[src/rtl/shift_job_sequencer.sv]
// Round-robin job sequencer for the shared 8-bit multi-position shifter.
// Grants one of two requesters, loads the shifter, steps it cnt times, captures the result.
module shift_job_sequencer #(
  parameter int WIDTH = 8,
  parameter int NW    = 3,
  parameter int CW    = 4
) (
  input  logic             clk,
  input  logic             rst,
  input  logic             req0,
  input  logic [WIDTH-1:0] d0,
  input  logic [NW-1:0]    n0,
  input  logic             r0,
  input  logic [CW-1:0]    cnt0,
  input  logic             req1,
  input  logic [WIDTH-1:0] d1,
  input  logic [NW-1:0]    n1,
  input  logic             r1,
  input  logic [CW-1:0]    cnt1,
  output logic             gnt0,
  output logic             gnt1,
  output logic [WIDTH-1:0] sh_d,
  output logic [NW-1:0]    sh_n,
  output logic             sh_r,
  output logic             sh_load,
  input  logic [WIDTH-1:0] sh_w,
  output logic [WIDTH-1:0] result,
  output logic             done,
  output logic             owner,
  output logic             busy
);

  // state   | meaning
  // IDLE    | waiting for a request, grants combinationally
  // LOAD    | sh_load=1, shifter takes the job data
  // SHIFT   | shifter steps once per cycle, ctr counts remaining steps
  // CAPTURE | result takes sh_w, done pulses next cycle
  typedef enum logic [1:0] {IDLE, LOAD, SHIFT, CAPTURE} state_t;

  state_t        state;
  logic          ptr;
  logic          pick1;
  logic [CW-1:0] ctr;

  // ptr=1 favours requester 1 when both are asking
  assign pick1 = req1 & (~req0 | ptr);
  assign gnt0  = ~rst & (state == IDLE) & req0 & ~pick1;
  assign gnt1  = ~rst & (state == IDLE) & pick1;
  assign busy  = (state != IDLE);

  always_ff @(posedge clk) begin
    if (rst) begin
      state   <= IDLE;
      ptr     <= 1'b0;
      ctr     <= '0;
      sh_d    <= '0;
      sh_n    <= '0;
      sh_r    <= 1'b0;
      sh_load <= 1'b0;
      result  <= '0;
      done    <= 1'b0;
      owner   <= 1'b0;
    end else begin
      done    <= 1'b0;
      sh_load <= 1'b0;
      case (state)
        IDLE: begin
          if (gnt0 | gnt1) begin
            sh_d    <= pick1 ? d1 : d0;
            sh_n    <= pick1 ? n1 : n0;
            sh_r    <= pick1 ? r1 : r0;
            ctr     <= pick1 ? cnt1 : cnt0;
            owner   <= pick1;
            ptr     <= ~pick1;
            sh_load <= 1'b1;
            state   <= LOAD;
          end
        end
        LOAD: begin
          state <= (ctr != '0) ? SHIFT : CAPTURE;
        end
        SHIFT: begin
          ctr <= ctr - 1'b1;
          if (ctr == CW'(1)) state <= CAPTURE;
        end
        CAPTURE: begin
          result <= sh_w;
          done   <= 1'b1;
          state  <= IDLE;
        end
        default: state <= IDLE;
      endcase
    end
  end

endmodule
[config.mk]
export PLATFORM = sky130hd
export DESIGN_NAME = shift_job_sequencer
export DESIGN_NICKNAME = d
export VERILOG_FILES = /design/src/rtl/shift_job_sequencer.sv
export SDC_FILE = /design/constraint.sdc
export NUM_CORES = 1
export LEC_CHECK = 0
export ABC_CLOCK_PERIOD_IN_PS = 2000
export CAP_MARGIN = 30
export CORE_MARGIN = 2
export CORE_UTILIZATION = 43
export CTS_BUF_LIST = sky130_fd_sc_hd__clkbuf_2 sky130_fd_sc_hd__clkbuf_4 sky130_fd_sc_hd__clkbuf_8
export DETAILED_ROUTE_END_ITERATION = 8
export PLACE_DENSITY = 0.88
export SLEW_MARGIN = 20
export SYNTH_ARGS = -nofsm -noshare
export SYNTH_HDL_FRONTEND = slang
export SYNTH_SLANG_ARGS = --single-unit
[constraint.sdc]
create_clock -name clk -period 2 [get_ports clk]
set_input_delay 0.4 -clock clk [delete_from_list [all_inputs] [get_ports clk]]
set_output_delay 0.4 -clock clk [all_outputs]
set_load 0.01 [all_outputs]
==> metrics.md <==
| Metric | Value |
|---|---|
| Post-CTS Hold Buffers | 0 |
| Area contributors post-synth | dfxtp_1 (38%), mux2i_1 (8.3%), a311oi_2 (7.7%), ha_1 (6.4%), nor2_1 (6.2%) |
| # clock sinks | 30 |
| Syn nets | 211 |
| Skew-Pair Late Insertion Delay | 0.34 ns |
| Flip-flop and latch count after synthesis | 30 |
| Antenna violations before repair | 0 |
| Starting Density | 45.9% |
| Top cell type's share of synthesized area | 38.3% |
| Vias in the first global route | 1486 |
| Die area | 0.00415 mm² |
| Least-Margin Pin Slew | 0.508 ns |
| Chip Width | 64.4 µm |
| Sequential fraction of the synthesis area | 38.3% |
| Post-synth EDFFs | 0 |
| Fin. Hold Viols | 0 |
| H-tree levels | 2 |
| Synth warnings | 0 |
| Reg-to-reg startpoint | state[0] |
| Max IR drop VDD | 0.000594 V |
| P&R area growth vs syn | 62.0% |
| Ports | 70 |
| Worst-path maximum fanout | 4 |
| CTS Buf Count | 5 |
| Reg-to-Reg End | ctr[3] |
| Critical Path Slowest Stage Cell | dfxtp_1 |
| Hold WS | 0.501 ns |
| Port Buffers | 69 |
| 1st-pass router iterations | 4 |
| WS Path Type | reg -> out |
| FMAX | 529 MHz |
| Clock Path Buffers | 2 |
| First-pass GRT wire length | 6910 µm |
| Largest net degree at the start of global routing | 24 |
| Relative slew margins | 66.1% |
| Antenna Violating Nets Remaining | 0 |
| DP HPWL | 3050 µm |
| DRC | 0 |
| Flop-to-flop setup slack | 0.24 ns |
| Overall power | 2.85 mW |
| Worst hold start | result[1] |
| RSZ-0062 raised after global routing | false |
| Hold path cells | 2 |
| Die height | 64.4 µm |
| DRT iter0 DRCs | 58 |
| Aggregate global routing overflow | 0 |
| Mapped Area | 0.00157 mm² |
| Status | complete, no violations |
| Leakage | 1.01 nW |
| Critical Path Source Type | flop |
| Synth Area per Inst | 9.87 µm² |
| Critical path endpoint category | primary output |
| Slew Viols, Final | 0 |
| Final WL | 3970 µm |
| WP buf/inv | 2 |
| Vias per cell | 5.09 |
| Reg clk slew, reported paths | 0.09 ns |
| GP Congestion | 0.782 |
| Max Cap Viol | 0 |
| Most numerous cell in the Yosys netlist | dfxtp_1 |
| Delay of the slowest critical-path stage | 0.32 ns |
| Post-Syn Instances | 159 |
| Synth unique cells | 41 |
| Total GRT Usage | 21.8% |
| Vias post-DR | 1506 |
| Ant. Diodes | 0 |
| Fill cells | 274 |
| Critical path cell sequence | inv_1 -> ha_2 -> and4b_1 -> dlygate4sd2_1 |
| PD cells | 1120 mW/mm² |
| CTS tree | yes |
| Fin nets | 301 |
| Cell family with the largest share of critical-path delay | buffers and inverters |
| FP Rows | 21 |
| Arr. time, crit path | 1.49 ns |
| Top_reg_cell synth | dfxtp_1 |
| Worst r2r path cells | 7 |
| Commonest cells in the synthesized netlist | dfxtp_1 (30), nor2_1 (26), mux2i_1 (13), nand2_1 (12), nand3_1 (9) |
| Required @ worst endpoint | 1.60 ns |
| Post-synth top area cell | dfxtp_1 |
| Avg WL per Cell | 13.4 µm |
| Clock root cell | clkbuf_4 |
| Final period demand of the worst path | 1.89 ns |
| Hold Path End | result[1] |
| Hold Path Class | reg -> reg |
| Final critical-path share of the clock period | 94.6% |
| Setup Fix Bufs, Post-CTS | 0 |
| Ys async rst share | 0% |
| Layout cells sized above 1 | 21.6% |
| Core Footprint | 0.00342 mm² |
| Layout Skew | 0.00745 ns |
| Final setup violation count | 0 |
-- layout by cell type (no fill, tap or decap), types with 2 or more instances in the layout --
| cell | count |
|---|---|
| a311oi_1 | 2 |
| buf_4 | 24 |
| dfxtp_1 | 30 |
| clkdlybuf4s50_1 | 66 |
| and3_1 | 2 |
| a21oi_1 | 4 |
| a222oi_1 | 4 |
| mux2i_1 | 13 |
| ha_1 | 7 |
| inv_1 | 5 |
| nor2_1 | 26 |
| nand3_1 | 9 |
| clkbuf_4 | 5 |
| nor2b_1 | 2 |
| bufinv_16 | 2 |
| a311oi_2 | 8 |
| nand2_1 | 12 |
| dlygate4sd2_1 | 2 |
-- routing by layer --
layer / share of wire (%) / up-vias / GRT usage, %
met3: 8.1 / 8 / 7.22
met4: 2.2 / 0 / 9.57
met1: 41 / 688 / 24.5
met2: 48 / 57 / 37.5
li1: - / 753 / -
met5: 0 / - / 0
-- through the flow --
| step | util, % | area (µm²) | setup slack (ns) | TNS (ns) | instances |
|---|---|---|---|---|---|
| floorplan | - | 1570 | 0.391 | 0 | 159 |
| global placement | 71.3 | 2430 | -0.150 | -0.762 | 288 |
| detailed placement | 71.3 | 2430 | -0.175 | -1.36 | 288 |
| CTS | 74.5 | 2540 | 0.0144 | 0 | 296 |
| global route | 74.4 | 2540 | 0.0238 | 0 | 296 |
| finish | 74.4 | 2540 | 0.109 | 0 | 296 |
-- worst max path at each step --
stage | startpoint | endpoint | slack, ns | cells after the start
floorplan | state[1] | sh_d[1] | 0.39 | 7
global route | state[1] | gnt1 | 0.02 | 4
finish | state[1] | gnt1 | 0.11 | 4
detailed placement | req0 | gnt0 | -0.18 | 4
CTS | state[1] | gnt0 | 0.01 | 5
global placement | req0 | gnt0 | -0.15 | 4
-- power breakdown --
| part | internal, mW | leakage, nW | switching, mW |
|---|---|---|---|
| clock network | 0.423 | 0.0585 | 0.223 |
| logic | 0.728 | 0.701 | 0.652 |
| registers | 0.737 | 0.246 | 0.0896 |
| total | 1.89 | 1.01 | 0.965 |
-- worst register-to-register path: stages (launching register included) --
cell and delay (ns):
dfxtp_1 0.34, inv_1 0.08, buf_4 0.13, ha_1 0.37, inv_2 0.14, mux2i_4 0.23
mux2i_1 0.26, o211ai_2 0.10
-- area by class of cell --
| cell class | count | area [µm²] | share of cell area (%) |
|---|---|---|---|
| clock buffers | 6 | 51.3 | 2.02 |
| repair buffers | 93 | 863 | 34.0 |
| clock inverters | 2 | 60.1 | 2.36 |
| inverters | 7 | 31.3 | 1.23 |
| well taps | 46 | 57.6 | 2.26 |
| flip-flops and latches | 30 | 601 | 23.6 |
| multi-input cells | 112 | 877 | 34.5 |
-- flip-flops by register name, summed over array words and instances (netlist names) --
register	cells
result	8
sh_d	8
ctr	4
sh_n	3
state	2
done	1
owner	1
ptr	1
sh_load	1
sh_r	1
-- kinds of logic (layout without fill, tap and decap cells) --
family | after synthesis | count (layout) | synth area share [%]
simple gates | 59 | 59 | 17.5
fa+ha+maj | 8 | 8 | 6.38
flops | 30 | 30 | 38.3
mux | 14 | 14 | 9.73
compound gates | 31 | 31 | 22.1
buf+inv | 17 | 108 | 5.98
-- timing repair --
action	4_1_cts	5_1_grt
resized for setup	4	2
setup endpoints to repair	3	1
pin swaps	0	0
Note: power is estimated with default switching activity, not from simulation.
